## config.mk

```make
export PLATFORM = sky130hd
export DESIGN_NAME = pipe_hazard_ctrl
export DESIGN_NICKNAME = d
export VERILOG_FILES = /design/src/rtl/pipe_hazard_ctrl_pkg.sv /design/src/rtl/pipe_hazard_ctrl_sat_counter.sv /design/src/rtl/pipe_hazard_ctrl.sv
export SDC_FILE = /design/constraint.sdc
export NUM_CORES = 1
export LEC_CHECK = 0
export CORE_ASPECT_RATIO = 1.1
export CORE_UTILIZATION = 48
export CTS_BUF_LIST = sky130_fd_sc_hd__clkbuf_4 sky130_fd_sc_hd__clkbuf_8
export DETAILED_ROUTE_END_ITERATION = 8
export PLACE_DENSITY = 0.87
export REMOVE_ABC_BUFFERS = 1
export SLEW_MARGIN = 10
export SYNTH_ARGS = -nofsm -noshare
export SYNTH_HDL_FRONTEND = slang
export SYNTH_SLANG_ARGS = --single-unit
```

## constraint.sdc

```tcl
create_clock -name clk_i -period 4.1 [get_ports clk_i]
set_input_delay 1.23 -clock clk_i [delete_from_list [all_inputs] [get_ports clk_i]]
set_output_delay 1.23 -clock clk_i [all_outputs]
set_load 0.02 [all_outputs]
```

## src/rtl/pipe_hazard_ctrl_pkg.sv

```systemverilog
// Shared definitions for the pipeline hazard controller: ALU control codes,
// FSM state encoding and the load-use hazard detector.
package pipe_hazard_ctrl_pkg;

  localparam logic [3:0] ALU_AND = 4'b0000;
  localparam logic [3:0] ALU_OR  = 4'b0001;
  localparam logic [3:0] ALU_ADD = 4'b0010;
  localparam logic [3:0] ALU_SUB = 4'b0110;
  localparam logic [3:0] ALU_MUL = 4'b1111;

  typedef enum logic {
    ST_RUN      = 1'b0,
    ST_MUL_WAIT = 1'b1
  } state_e;

  // x0 is hardwired to zero, so a load targeting it never creates a dependency.
  function automatic logic load_use_hit(
    input logic       memrd,
    input logic [4:0] rd,
    input logic [4:0] rs1,
    input logic [4:0] rs2,
    input logic       use_rs2
  );
    return memrd && (rd != 5'd0) && ((rd == rs1) || (use_rs2 && (rd == rs2)));
  endfunction

endpackage

```

## src/rtl/pipe_hazard_ctrl_sat_counter.sv

```systemverilog
// Saturating up-counter with synchronous active-low clear and count enable.
module sat_counter #(
  parameter int unsigned CNT_W = 32
) (
  input  logic             clk_i,
  input  logic             clr_n_i,
  input  logic             en_i,
  output logic [CNT_W-1:0] cnt_o
);

  logic [CNT_W-1:0] cnt_q;
  logic [CNT_W-1:0] cnt_d;

  always_comb begin
    cnt_d = cnt_q;
    if (en_i && (cnt_q != {CNT_W{1'b1}})) begin
      cnt_d = cnt_q + CNT_W'(1);
    end
  end

  always_ff @(posedge clk_i) begin
    if (!clr_n_i) begin
      cnt_q <= '0;
    end else begin
      cnt_q <= cnt_d;
    end
  end

  assign cnt_o = cnt_q;

endmodule

```

## src/rtl/pipe_hazard_ctrl.sv

```systemverilog
// Stall/flush sequencer for the 5-stage pipeline: memory-busy freeze, multi-cycle
// multiply freeze, load-use bubble and taken-branch IF/ID flush.
module pipe_hazard_ctrl
  import pipe_hazard_ctrl_pkg::*;
#(
  parameter int unsigned MUL_LAT = 4,
  parameter int unsigned CNT_W   = 32
) (
  input  logic             clk_i,
  input  logic             rst_i,
  input  logic [4:0]       id_rs1_addr_i,
  input  logic [4:0]       id_rs2_addr_i,
  input  logic             id_use_rs2_i,
  input  logic             idex_memrd_i,
  input  logic [4:0]       idex_rd_addr_i,
  input  logic             ex_valid_i,
  input  logic [3:0]       ex_alu_ctrl_i,
  input  logic             branch_taken_i,
  input  logic             mem_busy_i,
  output logic             pc_write_o,
  output logic             ifid_write_o,
  output logic             ifid_flush_o,
  output logic             idex_write_o,
  output logic             idex_bubble_o,
  output logic             exmem_bubble_o,
  output logic             mul_start_o,
  output logic             mul_done_o,
  output logic             busy_o,
  output logic [CNT_W-1:0] stall_cnt_o
);

  localparam logic [3:0] MUL_INIT = 4'(MUL_LAT - 1);

  state_e     state_q, state_d;
  logic [3:0] mul_cnt_q, mul_cnt_d;
  logic       load_use;
  logic       start_raw, done_raw;

  assign load_use = load_use_hit(idex_memrd_i, idex_rd_addr_i, id_rs1_addr_i,
                                 id_rs2_addr_i, id_use_rs2_i);

  always_comb begin
    state_d        = state_q;
    mul_cnt_d      = mul_cnt_q;
    pc_write_o     = 1'b1;
    ifid_write_o   = 1'b1;
    idex_write_o   = 1'b1;
    ifid_flush_o   = 1'b0;
    idex_bubble_o  = 1'b0;
    exmem_bubble_o = 1'b0;
    start_raw      = 1'b0;
    done_raw       = 1'b0;

    if (mem_busy_i) begin
      // Whole pipe holds; the multiply countdown freezes with it.
      pc_write_o   = 1'b0;
      ifid_write_o = 1'b0;
      idex_write_o = 1'b0;
    end else if (state_q == ST_MUL_WAIT) begin
      mul_cnt_d = mul_cnt_q - 4'd1;
      if (mul_cnt_q > 4'd1) begin
        pc_write_o     = 1'b0;
        ifid_write_o   = 1'b0;
        idex_write_o   = 1'b0;
        exmem_bubble_o = 1'b1;
      end else begin
        done_raw = 1'b1;
        state_d  = ST_RUN;
      end
    end else if (ex_valid_i && (ex_alu_ctrl_i == ALU_MUL)) begin
      start_raw      = 1'b1;
      pc_write_o     = 1'b0;
      ifid_write_o   = 1'b0;
      idex_write_o   = 1'b0;
      exmem_bubble_o = 1'b1;
      state_d        = ST_MUL_WAIT;
      mul_cnt_d      = MUL_INIT;
    end else if (load_use) begin
      pc_write_o    = 1'b0;
      ifid_write_o  = 1'b0;
      idex_bubble_o = 1'b1;
    end else begin
      ifid_flush_o = branch_taken_i;
    end
  end

  always_ff @(posedge clk_i) begin
    if (!rst_i) begin
      state_q   <= ST_RUN;
      mul_cnt_q <= 4'd0;
    end else begin
      state_q   <= state_d;
      mul_cnt_q <= mul_cnt_d;
    end
  end

  // An aborting reset must not announce a multiply start or completion.
  assign mul_start_o = start_raw & rst_i;
  assign mul_done_o  = done_raw & rst_i;
  assign busy_o      = (state_q == ST_MUL_WAIT);

  sat_counter #(
    .CNT_W(CNT_W)
  ) u_stall_cnt (
    .clk_i  (clk_i),
    .clr_n_i(rst_i),
    .en_i   (~pc_write_o),
    .cnt_o  (stall_cnt_o)
  );

endmodule

```

==> results by stage <==
Outcome:
- The flow ran to the end, and the final reports show no timing, DRC or antenna violations.

Timing:
- The minimum clock period after layout is 4000 ps.
- In this run the tightest slew margin relative to its limit is 50.0%.
- The worst hold slack across all endpoints is 492 ps.
- The transition time at the pin with the least slew margin is between 700 and 800 ps.
- The final-report max-slew violation count is 0.
- The final setup violation count is 0.
- After layout, the worst path uses 97.5% of the clock period.
- On the final layout, the worst clock skew is 3.13 ps.
- Setup repair after global routing left no endpoint under its margin.
- The maximum clock frequency is 0.250 GHz.
- The final-report hold violation count is 0.

Critical path:
- The critical path capture point type is a primary output.
- Along the worst path, the maximum fanout reaches 3.
- The arrival time at the worst endpoint is 2770 ps.
- The setup path with the least slack is of type input port to primary output.
- The type of element launching the critical path is an input port.
- The required time of the critical path is 2870 ps.

Synth:
- The number of flip-flops and latches in the synthesized netlist is 37.
- The async set-reset flop share out of synthesis is 0%.
- The mapped netlist covers 0.00214 sq mm.
- The dominant register cell in the synthesized netlist is dfxtp_1.
- The synthesized design spends more area on one cell type than any other, namely dfxtp_1.
- Yosys attributes the largest share of cell area to dfxtp_1 (35%), xor2_1 (9.4%), and2_1 (6.4%), nor3_1 (4.0%), nand2_1 (3.7%).
- The average cell area after synthesis is between 8 and 9 sq um.
- The number of synthesized flops with an enable pin is 0.
- The synthesized netlist contains 45 unique library cells.
- In this run the biggest area consumer among cell types represents 34.6% of the synthesized area.
- The Yosys step of the flow raised 0 warnings.
- The sequential element share of the synthesized area is about a third.
- After technology mapping, the gate count stands at 258.

Routing:
- Dividing the detail-routed via count by the number of cells gives 5.42.
- The detail route stage leaves a number of antenna-violating nets equal to 0.
- The via count is 2142.
- The number of iterations in the first detailed-routing pass is 4.
- The count of unresolved DRC violations after routing is 0.
- The detail-routed net length per standard cell is 13.8 microns.
- The aggregate routed wire length is approximately 5.5 mm.
- The number of DRC violations after detailed-routing iteration 0 is 91.

Placement:
- The instance area after placement is 0.00296 sq mm.
- Once detailed placement completed, the half-perimeter wirelength came to 3.98 mm.
- The number of placed instances, taps included, is 387.
- Port buffering added 66 buffers.
- The routability congestion estimate is 0.786.

Flow run:
- The max-capacitance violation count is 0.

Clock network:
- The cell sitting at the root of the clock tree is a clkbuf_8.
- TritonCTS built the clock tree.
- The H-tree depth is 2.
- Clock-pin slew was measured on the worst setup and hold paths at about 70 ps.
- The clock reaches the later pin of the worst-skew pair after 290 ps.
- The number of buffers inserted by post-CTS setup repair is 0.
- The TritonCTS sink count is 37.
- The clock passes through at most 2 buffers.
- TritonCTS created 5 clock buffers.
- The hold buffer count at CTS is 0.

Hold path:
- The path class of the tightest hold or removal check is flop to flop.

Global routing:
- The pin count of the biggest net entering global routing is 44.
- The number of antenna violations at the first check in global routing is 0.
- Summed over all layers, the global routing overflow is 0.
- The global router's overall resource usage is 24.1%.
- The global-route wire length before repair is 8.80 mm.
- The number of global-route vias before repair is 1948.

Cells and area:
- The area growth from synthesis to layout is 42.5%.
- Cells fill 71.1% of the core in the end.
- After the flow finishes, the layout carries non-filler instances totaling 395.
- The post-layout net count is around 370.
- After routing the design area is about 0.0030 sq mm.
- The total inserted antenna cells is 0.
- Of the cells placed in the final design, the portion with a size suffix greater than 1 is between 10% and 20%.

Pwr:
- The net switching fraction of the power is 27.1%.
- For this design the ratio of total power to cell area is 254 mW/mm^2.
- The share of power burned in combinational logic is 18.9%.
- The part of the total power dissipated in the clock network is 32.7%.
- The switching power is 0.000209 W.
- The internal portion of total power is 0.000564 W.
- The reported leakage power is 1.30 nW.
- The maximum vdd drop is 191 uV.
- The fraction of power consumed by sequential logic is 48.4%.

Die:
- The die is around 66 microns wide.
- The floorplan has 25 rows.
- The top-level port count is between 60 and 70.
- The floorplan step defined a die boundary enclosing approximately 0.0047 sq mm.
- Measured along the y axis, the die boundary spans 72 microns.
- The initial core utilization is 49.9%.
- The area of the core is 0.00429 sq mm.
[kinds of logic (layout without fill, tap and decap cells)]
logic type | count (synthesis) | count (layout) | synth area share [%]
xor+xnor | 31 | 31 | 12.7
buf+inv | 16 | 99 | 3.74
flops | 37 | 37 | 34.6
simple gates | 139 | 139 | 35.7
fa+ha+maj | 3 | 3 | 1.76
compound gates | 25 | 25 | 8.13
mux | 7 | 7 | 3.34
[worst max-delay path: stages]
cell             delay, ps
clkdlybuf4s50_1        460
or4_4                  500
o21ai_2                140
a21o_1                 150
or2_4                  130
buf_2                  160
[state kept, by name (all words and copies together), names as in the netlist]
signal             flops
busy_o                 1
mul_cnt_q              4
u_stall_cnt.cnt_o     32
[cells in the mapped netlist, types with 2 or more instances]
master and number:
and3_1 7, ha_1 3, o21a_1 2, nand2b_1 9, nand4_1 9, buf_6 2
nand3_1 13, dfxtp_1 37, nor4_1 10, nor2b_1 4, or2_2 2, and4_1 2
mux2i_1 6, or4_1 2, inv_1 6, xnor2_1 8, nand2_1 21, a21oi_1 2
a21boi_0 2, or3_1 2, clkbuf_1 6, o21ai_0 6, a21o_1 2, nor2_1 14
xor2_1 23, a22oi_1 2, and2_1 22, nor3_1 17
[metal layers]
layer	vias up	routed length [microns]	track usage, %
li1	1065	-	-
met1	1010	2290	27.9
met2	55	2780	42.0
met3	12	257	5.82
met4	0	131	9.90
met5	-	0	0
[through the flow]
stage          total power, W  TNS, ps  worst slack (ps)
2_1_floorplan        0.000445     -648              -324
3_3_place_gp         0.000525    -1920              -410
3_5_place_dp         0.000530    -2270              -502
4_1_cts              0.000777        0              29.1
5_1_grt              0.000806        0              2.28
6_report             0.000773        0               101
[repair_timing]
item	4_1_cts	5_1_grt
pin swaps	1	5
resized for setup	24	5
endpoints found under the setup margin	7	5
[layout make-up]
type,count,area (sq um)
multi-input combinational,205,1340
sequential,37,741
fill,338,1240
clock buffer,6,76.3
inverter,6,22.5
clock inverter,2,10.0
timing repair buffer,85,792
tap,54,67.6
[cell usage in the layout, fill, tap and decap left out, types with 3 or more instances in the layout]
cell type / n
and2_1: 22
and3_1: 7
buf_2: 4
buf_4: 19
clkbuf_8: 5
clkdlybuf4s50_1: 54
dfxtp_1: 37
dlygate4sd2_1: 3
dlymetal6s2s_1: 5
ha_1: 3
inv_1: 6
mux2i_1: 6
nand2_1: 21
nand2b_1: 9
nand3_1: 13
nand4_1: 9
nor2_1: 14
nor2b_1: 4
nor3_1: 15
nor4_1: 10
o21ai_0: 6
xnor2_1: 8
xor2_1: 23
[power by group through the flow]
stage	Combinational [W]	Clock, W	Sequential [W]
floorplan	0.0000594	0	0.000385
finish	0.000146	0.000253	0.000374
CTS	0.000146	0.000257	0.000374
global route	0.000158	0.000274	0.000375
detailed placement	0.000148	0	0.000382
global placement	0.000143	0	0.000382
[final timing paths]
kind / from / endpoint / slack, ps / cells after the start
worst max register to register: mul_cnt_q[0] / u_stall_cnt.cnt_o[21] / 1430 / 12
worst min-delay path: u_stall_cnt.cnt_o[28] / u_stall_cnt.cnt_o[28] / 490 / 2
worst max-delay path: idex_rd_addr_i[3] / pc_write_o / 100 / 6
worst min register to register: u_stall_cnt.cnt_o[28] / u_stall_cnt.cnt_o[28] / 490 / 2
Note: power is estimated with default switching activity, not from simulation.
